--- config.mk ---
export PLATFORM = sky130hd
export DESIGN_NAME = multicycle_controller
export DESIGN_NICKNAME = d
export VERILOG_FILES = /design/src/rtl/multicycle_controller.sv
export SDC_FILE = /design/constraint.sdc
export NUM_CORES = 1
export LEC_CHECK = 0
export CORE_ASPECT_RATIO = 1.25
export CORE_UTILIZATION = 40
export CTS_CLUSTER_DIAMETER = 80
export DETAILED_ROUTE_END_ITERATION = 8
export PLACE_DENSITY = 0.69
export SLEW_MARGIN = 10
export SYNTH_ARGS = -nofsm -noshare
export SYNTH_HDL_FRONTEND = slang
export SYNTH_SLANG_ARGS = --single-unit
--- constraint.sdc ---
create_clock -name i_clk -period 2.3 [get_ports i_clk]
set_input_delay 0.345 -clock i_clk [delete_from_list [all_inputs] [get_ports i_clk]]
set_output_delay 0.345 -clock i_clk [all_outputs]
set_load 0.01 [all_outputs]
--- src/rtl/multicycle_controller.sv ---
// -----------------------------------------------------------------------------
// multicycle_controller
//
// Purpose:
//   Moore control FSM for a shared-memory multicycle RV32I-subset datapath
//   (PC, IR, register file, ALU, unified memory). Supports lw, sw, R-type,
//   I-type ALU, jal and beq. Any other opcode, or an unsupported funct3 on an
//   ALU instruction, traps to ILLEGAL until reset. The controller drives every
//   datapath mux select and write enable, stalls on memory through
//   i_mem_ready, and counts retired instructions.
//
// Ports:
//   i_clk            system clock, all state on the rising edge
//   i_rst            synchronous active-high reset
//   i_op             IR[6:0]
//   i_funct3         IR[14:12]
//   i_funct7b5       IR[30]
//   i_zero           ALU zero flag, used in BEQ
//   i_mem_ready      memory completes its access this cycle
//   o_pc_write       load PC from the result bus
//   o_ir_write       load IR / old PC from memory read data
//   o_adr_src        memory address: 0=PC, 1=ALUOut
//   o_mem_write      memory write strobe
//   o_reg_write      register file write enable
//   o_result_src     result bus: 00=ALUOut, 01=mem data, 10=ALU result
//   o_alu_src_a      ALU A: 00=PC, 01=old PC, 10=rs1
//   o_alu_src_b      ALU B: 00=rs2, 01=imm, 10=const 4
//   o_imm_src        immediate format: 00=I, 01=S, 10=B, 11=J
//   o_alu_control    000 add, 001 sub, 010 and, 011 or, 101 slt
//   o_illegal_instr  trap flag, held until reset
//   o_retired        instructions completed since reset (wraps)
//
// States:
//   state    | meaning
//   ---------+---------------------------------------------------------------
//   FETCH    | read instruction at PC, PC <= PC+4 when memory is ready
//   DECODE   | read registers, compute branch/jump target into ALUOut
//   MEMADR   | compute load/store address rs1+imm
//   MEMREAD  | read data memory at ALUOut, wait for memory
//   MEMWB    | write loaded data into rd
//   MEMWRITE | write rs2 to memory at ALUOut, wait for memory
//   EXECR    | ALU on rs1, rs2
//   EXECI    | ALU on rs1, imm
//   ALUWB    | write ALUOut into rd
//   JAL      | PC <= target, compute PC+4 for rd
//   BEQ      | compare rs1, rs2; PC <= target if equal
//   ILLEGAL  | trap, all enables off until reset
// -----------------------------------------------------------------------------
module multicycle_controller #(
    parameter int RET_CNT_W = 32
) (
    input  logic                 i_clk,
    input  logic                 i_rst,
    input  logic [6:0]           i_op,
    input  logic [2:0]           i_funct3,
    input  logic                 i_funct7b5,
    input  logic                 i_zero,
    input  logic                 i_mem_ready,
    output logic                 o_pc_write,
    output logic                 o_ir_write,
    output logic                 o_adr_src,
    output logic                 o_mem_write,
    output logic                 o_reg_write,
    output logic [1:0]           o_result_src,
    output logic [1:0]           o_alu_src_a,
    output logic [1:0]           o_alu_src_b,
    output logic [1:0]           o_imm_src,
    output logic [2:0]           o_alu_control,
    output logic                 o_illegal_instr,
    output logic [RET_CNT_W-1:0] o_retired
);

    localparam logic [6:0] OP_LW   = 7'b0000011;
    localparam logic [6:0] OP_SW   = 7'b0100011;
    localparam logic [6:0] OP_R    = 7'b0110011;
    localparam logic [6:0] OP_I    = 7'b0010011;
    localparam logic [6:0] OP_JAL  = 7'b1101111;
    localparam logic [6:0] OP_BEQ  = 7'b1100011;

    localparam logic [2:0] ALU_ADD = 3'b000;
    localparam logic [2:0] ALU_SUB = 3'b001;
    localparam logic [2:0] ALU_AND = 3'b010;
    localparam logic [2:0] ALU_OR  = 3'b011;
    localparam logic [2:0] ALU_SLT = 3'b101;

    localparam logic [RET_CNT_W-1:0] RET_ONE = 1;

    typedef enum logic [3:0] {
        S_FETCH    = 4'd0,
        S_DECODE   = 4'd1,
        S_MEMADR   = 4'd2,
        S_MEMREAD  = 4'd3,
        S_MEMWB    = 4'd4,
        S_MEMWRITE = 4'd5,
        S_EXECR    = 4'd6,
        S_EXECI    = 4'd7,
        S_ALUWB    = 4'd8,
        S_JAL      = 4'd9,
        S_BEQ      = 4'd10,
        S_ILLEGAL  = 4'd11
    } state_t;

    state_t                 r_state;
    state_t                 w_next_state;
    logic [RET_CNT_W-1:0]   r_retired;

    logic [2:0]             w_funct_alu;
    logic                   w_funct_ok;
    logic                   w_retire;

    logic                   w_pc_write;
    logic                   w_ir_write;
    logic                   w_mem_write;
    logic                   w_reg_write;

    // ALU operation for EXECR/EXECI. funct7b5 selects sub only for R-type,
    // since in I-type it is part of the immediate.
    always_comb begin
        w_funct_alu = ALU_ADD;
        w_funct_ok  = 1'b1;
        case (i_funct3)
            3'b000:  w_funct_alu = (r_state == S_EXECR && i_funct7b5) ? ALU_SUB : ALU_ADD;
            3'b010:  w_funct_alu = ALU_SLT;
            3'b110:  w_funct_alu = ALU_OR;
            3'b111:  w_funct_alu = ALU_AND;
            default: w_funct_ok  = 1'b0;
        endcase
    end

    // State register
    always_ff @(posedge i_clk) begin
        if (i_rst) begin
            r_state <= S_FETCH;
        end else begin
            r_state <= w_next_state;
        end
    end

    // Next-state logic
    always_comb begin
        w_next_state = r_state;
        case (r_state)
            S_FETCH:    w_next_state = i_mem_ready ? S_DECODE : S_FETCH;
            S_DECODE: begin
                case (i_op)
                    OP_LW, OP_SW: w_next_state = S_MEMADR;
                    OP_R:         w_next_state = S_EXECR;
                    OP_I:         w_next_state = S_EXECI;
                    OP_JAL:       w_next_state = S_JAL;
                    OP_BEQ:       w_next_state = S_BEQ;
                    default:      w_next_state = S_ILLEGAL;
                endcase
            end
            S_MEMADR:   w_next_state = (i_op == OP_LW) ? S_MEMREAD : S_MEMWRITE;
            S_MEMREAD:  w_next_state = i_mem_ready ? S_MEMWB : S_MEMREAD;
            S_MEMWB:    w_next_state = S_FETCH;
            S_MEMWRITE: w_next_state = i_mem_ready ? S_FETCH : S_MEMWRITE;
            S_EXECR,
            S_EXECI:    w_next_state = w_funct_ok ? S_ALUWB : S_ILLEGAL;
            S_ALUWB:    w_next_state = S_FETCH;
            S_JAL:      w_next_state = S_ALUWB;
            S_BEQ:      w_next_state = S_FETCH;
            S_ILLEGAL:  w_next_state = S_ILLEGAL;
            default:    w_next_state = S_FETCH;
        endcase
    end

    // Output logic
    always_comb begin
        w_pc_write    = 1'b0;
        w_ir_write    = 1'b0;
        w_mem_write   = 1'b0;
        w_reg_write   = 1'b0;
        o_adr_src     = 1'b0;
        o_result_src  = 2'b00;
        o_alu_src_a   = 2'b00;
        o_alu_src_b   = 2'b00;
        o_alu_control = ALU_ADD;
        case (r_state)
            S_FETCH: begin
                o_alu_src_b  = 2'b10;
                o_result_src = 2'b10;
                w_ir_write   = i_mem_ready;
                w_pc_write   = i_mem_ready;
            end
            S_DECODE: begin
                o_alu_src_a = 2'b01;
                o_alu_src_b = 2'b01;
            end
            S_MEMADR: begin
                o_alu_src_a = 2'b10;
                o_alu_src_b = 2'b01;
            end
            S_MEMREAD: begin
                o_adr_src = 1'b1;
            end
            S_MEMWB: begin
                o_result_src = 2'b01;
                w_reg_write  = 1'b1;
            end
            S_MEMWRITE: begin
                // Strobe held for the whole stall; memory commits once on ready.
                o_adr_src   = 1'b1;
                w_mem_write = 1'b1;
            end
            S_EXECR: begin
                o_alu_src_a   = 2'b10;
                o_alu_src_b   = 2'b00;
                o_alu_control = w_funct_alu;
            end
            S_EXECI: begin
                o_alu_src_a   = 2'b10;
                o_alu_src_b   = 2'b01;
                o_alu_control = w_funct_alu;
            end
            S_ALUWB: begin
                w_reg_write = 1'b1;
            end
            S_JAL: begin
                // PC takes the target left in ALUOut by DECODE while the ALU
                // forms old PC + 4 for the rd write in ALUWB.
                o_alu_src_a = 2'b01;
                o_alu_src_b = 2'b10;
                w_pc_write  = 1'b1;
            end
            S_BEQ: begin
                o_alu_src_a   = 2'b10;
                o_alu_src_b   = 2'b00;
                o_alu_control = ALU_SUB;
                w_pc_write    = i_zero;
            end
            default: ;
        endcase
    end

    always_comb begin
        o_imm_src = 2'b00;
        case (i_op)
            OP_SW:   o_imm_src = 2'b01;
            OP_BEQ:  o_imm_src = 2'b10;
            OP_JAL:  o_imm_src = 2'b11;
            default: o_imm_src = 2'b00;
        endcase
    end

    // Reset abandons the current instruction, so no write may escape in the
    // reset cycle itself.
    assign o_pc_write  = w_pc_write  & ~i_rst;
    assign o_ir_write  = w_ir_write  & ~i_rst;
    assign o_mem_write = w_mem_write & ~i_rst;
    assign o_reg_write = w_reg_write & ~i_rst;

    assign o_illegal_instr = (r_state == S_ILLEGAL);

    // An instruction retires on the edge that returns the FSM to FETCH.
    assign w_retire = (r_state == S_MEMWB) || (r_state == S_ALUWB) ||
                      (r_state == S_BEQ)   || (r_state == S_MEMWRITE && i_mem_ready);

    always_ff @(posedge i_clk) begin
        if (i_rst) begin
            r_retired <= '0;
        end else if (w_retire) begin
            r_retired <= r_retired + RET_ONE;
        end
    end

    assign o_retired = r_retired;

endmodule

==> flow_summary.yaml <==
finish:
  diodes: 0
  finalNonFillerCells: 422
  drive_above_1_share_pct: 13.1
  final_design_area_no_fill_mm2: 0.00314
  area_growth_syn_to_layout_pct: 37.2
  fin_util_pct: 57.2
  fin_nets: 374
global_routing:
  grt_pass1_wl_um: 9570
  grt-ovfl-total: 0
  antenna_found_initial: 0
  grt_use_total_pct: 19.2
  grt_start_max_net_pins: 42
  grt_pass1_vias: 2169
logic_synthesis:
  yosysWarnings: 0
  synth_area_leaders: "dfxtp_1 (32%), mux2_2 (5.4%), a21oi_1 (5.0%)"
  synthCells: 290
  synth_top_area_share_pct: 31.5
  syn_nets: 306
  ys_ff_latch: 36
  synth_cell_types: 43
  yosysTopAreaCell: "dfxtp_1"
  synth_area_per_cell_um2: 7.88
  yosysMostFrequentCell: "dfxtp_1"
  synthTopCellsByCount: "dfxtp_1 (36), a21oi_1 (23), nand2_1 (23), nor2_1 (21), nor2b_1 (17)"
  async_flop_share_pct: 0
  syn-cell-area_mm2: 0.00229
  yosys_most_used_dff: "dfxtp_1"
  synth_edf_count: 0
  yosysSeqAreaShare_pct: 31.5
route:
  detail_route.wl_per_cell_um: 13.5
  initialDrtViolationCount: 111
  drcViolationCount: 0
  dr.pass1.iters: 4
  ant_nets: 0
  drt-total-wl_um: 5690
  routed-via-count: 2407
  viasPerCell: 5.70
outcome:
  status: "completed"
timing:
  fmax_mhz: 447
  worst_slew_pin_slew_ns: 0.421
  fin_worst_skew_ns: 0.0101
  setup_tns_ns: 0
  timing.slew.headroom_pct: 71.8
  fin_crit_ns: 2.24
  final_min_period_over_clock_period_pct: 97.4
  setup_viol: 0
  fin_ws_ns: 0.0609
  rsz0062_at_grt: "no"
  slew_violations: 0
  hold_viol: 0
placed_design:
  place_congestion: 0.793
  dp.final_hpwl_um: 4100
  dpl-instance-area_mm2: 0.00304
  pre_cts_slack_ns: -0.216
  dp.cells: 415
  port_buffers: 63
pwr:
  max-vdd-ir-drop_mv: 0.411
  p_clk_share_pct: 19.9
  pwr_density_cell_mw_per_mm2: 662
  p_switching_mw: 0.738
  seq_power_share_pct: 34.6
  p_int_mw: 1.34
  power_frac_comb_pct: 45.5
  p_leak_nw: 1.10
  swShare_pct: 35.6
clock_network:
  hold_buffers: 0
  clk_path_buf_depth: 2
  cts_num_sinks: 36
  cts_tree: "built"
  clk_pin_slew_worst_paths_ns: 0.07
  cts_setup_buffers: 0
  h-tree-depth: 2
  cts_buffers: 5
  root_buffer: "clkbuf_8"
  insertion_delay_ns: 0.28
worst_setup_path:
  r2r_end: "o_retired[29]"
  end_kind: "primary output"
  cp_max_fo: 3
  slowest_stage: "clkdlybuf4s50_1"
  path_cells: "clkdlybuf4s50_1 -> nor2_1 -> a31oi_1 -> o22a_1 -> nor2_1 -> clkdlybuf4s50_1"
  worstPathArrival_ns: 1.89
  r2r_start: "r_state[1]"
  r2r_cells: 4
  startpoint_type: "primary input"
  worstPathRequired_ns: 1.96
  r2r_setup_slack_ns: 0.32
  critical-path-max-stage-delay_ns: 0.55
  critPathKind: "primary input to primary output"
hold_path:
  min_to: "r_state[3]"
  hold_class: "primary input to flip-flop"
  hold_start: "i_rst"
  hold_depth: 2
die:
  start_util_pct: 41.7
  die_area_mm2: 0.00602
  die_h_um: 86.5
  coreArea_mm2: 0.00548
  io-pin-count: 64
  fp.dieW_um: 69.6
  row_count: 30
run:
  maxCapViolations: 0
## power by group through the flow
stage / Combinational [mW] / Clock [mW] / Sequential, mW
after CTS: 0.948 / 0.429 / 0.717
after floorplan: 0.613 / 0 / 0.698
after global routing: 1.03 / 0.456 / 0.726
final: 0.943 / 0.414 / 0.718
after detailed placement: 0.948 / 0 / 0.729
after global placement: 0.943 / 0 / 0.728
## through the flow
step                power [mW]  hold WS, ns
CTS                       2.09        0.498
floorplan                 1.31        0.504
detailed placement        1.68        0.487
global placement          1.67        0.480
finish                    2.07        0.423
global route              2.21        0.474
## routing by layer
metal | vias up | GRT usage [%] | wire [µm]
li1 | 1217 | - | -
met3 | 4 | 1.74 | 175
met2 | 54 | 34.9 | 2850
met4 | 0 | 7.09 | 65
met5 | - | 0 | 0
met1 | 1132 | 23.7 | 2600
## layout make-up
type                            count  area, µm²
Clock buffer                        6       72.6
Clock inverter                      1       5.00
Tap cell                           64       80.1
Timing Repair Buffer               84        788
Inverter                            7       26.3
Fill cell                         504       2340
Multi-Input combinational cell    224       1440
Sequential cell                    36        723
## registers in the layout (all words and copies together) (netlist names)
signal,count
r_state,4
o_retired,32
## cells in the final DEF, fill, tap and decap left out, types with 7 or more instances in the layout
master,synthesis,routed
or4_1,14,14
nand2_1,23,23
mux2_2,11,11
clkdlybuf4s50_1,0,60
o21ai_0,7,7
inv_1,7,7
nor4_1,12,12
nor2b_1,17,16
nor2_1,21,21
nand3_1,10,10
dfxtp_1,36,34
and3_1,9,9
buf_4,0,21
a21oi_1,23,23
o31ai_1,14,14
## worst max-delay path by stage
stage	startpoint	endpoint	slack [ns]
2_1_floorplan	r_state[3]	o_retired[25]	0.46
3_3_place_gp	i_mem_ready	o_pc_write	-0.19
3_5_place_dp	i_mem_ready	o_pc_write	-0.22
4_1_cts	i_rst	o_ir_write	0.008
5_1_grt	i_mem_ready	o_pc_write	0.003
6_report	i_funct3[0]	o_alu_control[0]	0.06
## what timing repair did
| action | in CTS | in global routing |
|---|---|---|
| pin swaps | 0 | 0 |
| endpoints found under the setup margin | 4 | 3 |
| resized for setup | 5 | 3 |
## kinds of logic (layout without fill, tap and decap cells)
family,count (synthesis),in the layout,share of synthesized area [%]
buffers and inverters,30,98,6.02
multiplexers,15,15,7.28
XOR/XNOR,5,5,1.92
adder cells (fa/ha/maj),1,1,0.547
flip-flops,36,36,31.5
AO/OA/AOI/OAI,60,60,16.9
AND/OR/NAND/NOR,143,143,35.8
## worst max-delay path, delay by kind of cell
kind | cells | cell delay (ns)
AOI/OAI and AO/OA | 2 | 0.31
buffers and inverters | 2 | 1.00
and+or+nand+nor | 2 | 0.25
Note: power is estimated with default switching activity, not from simulation.
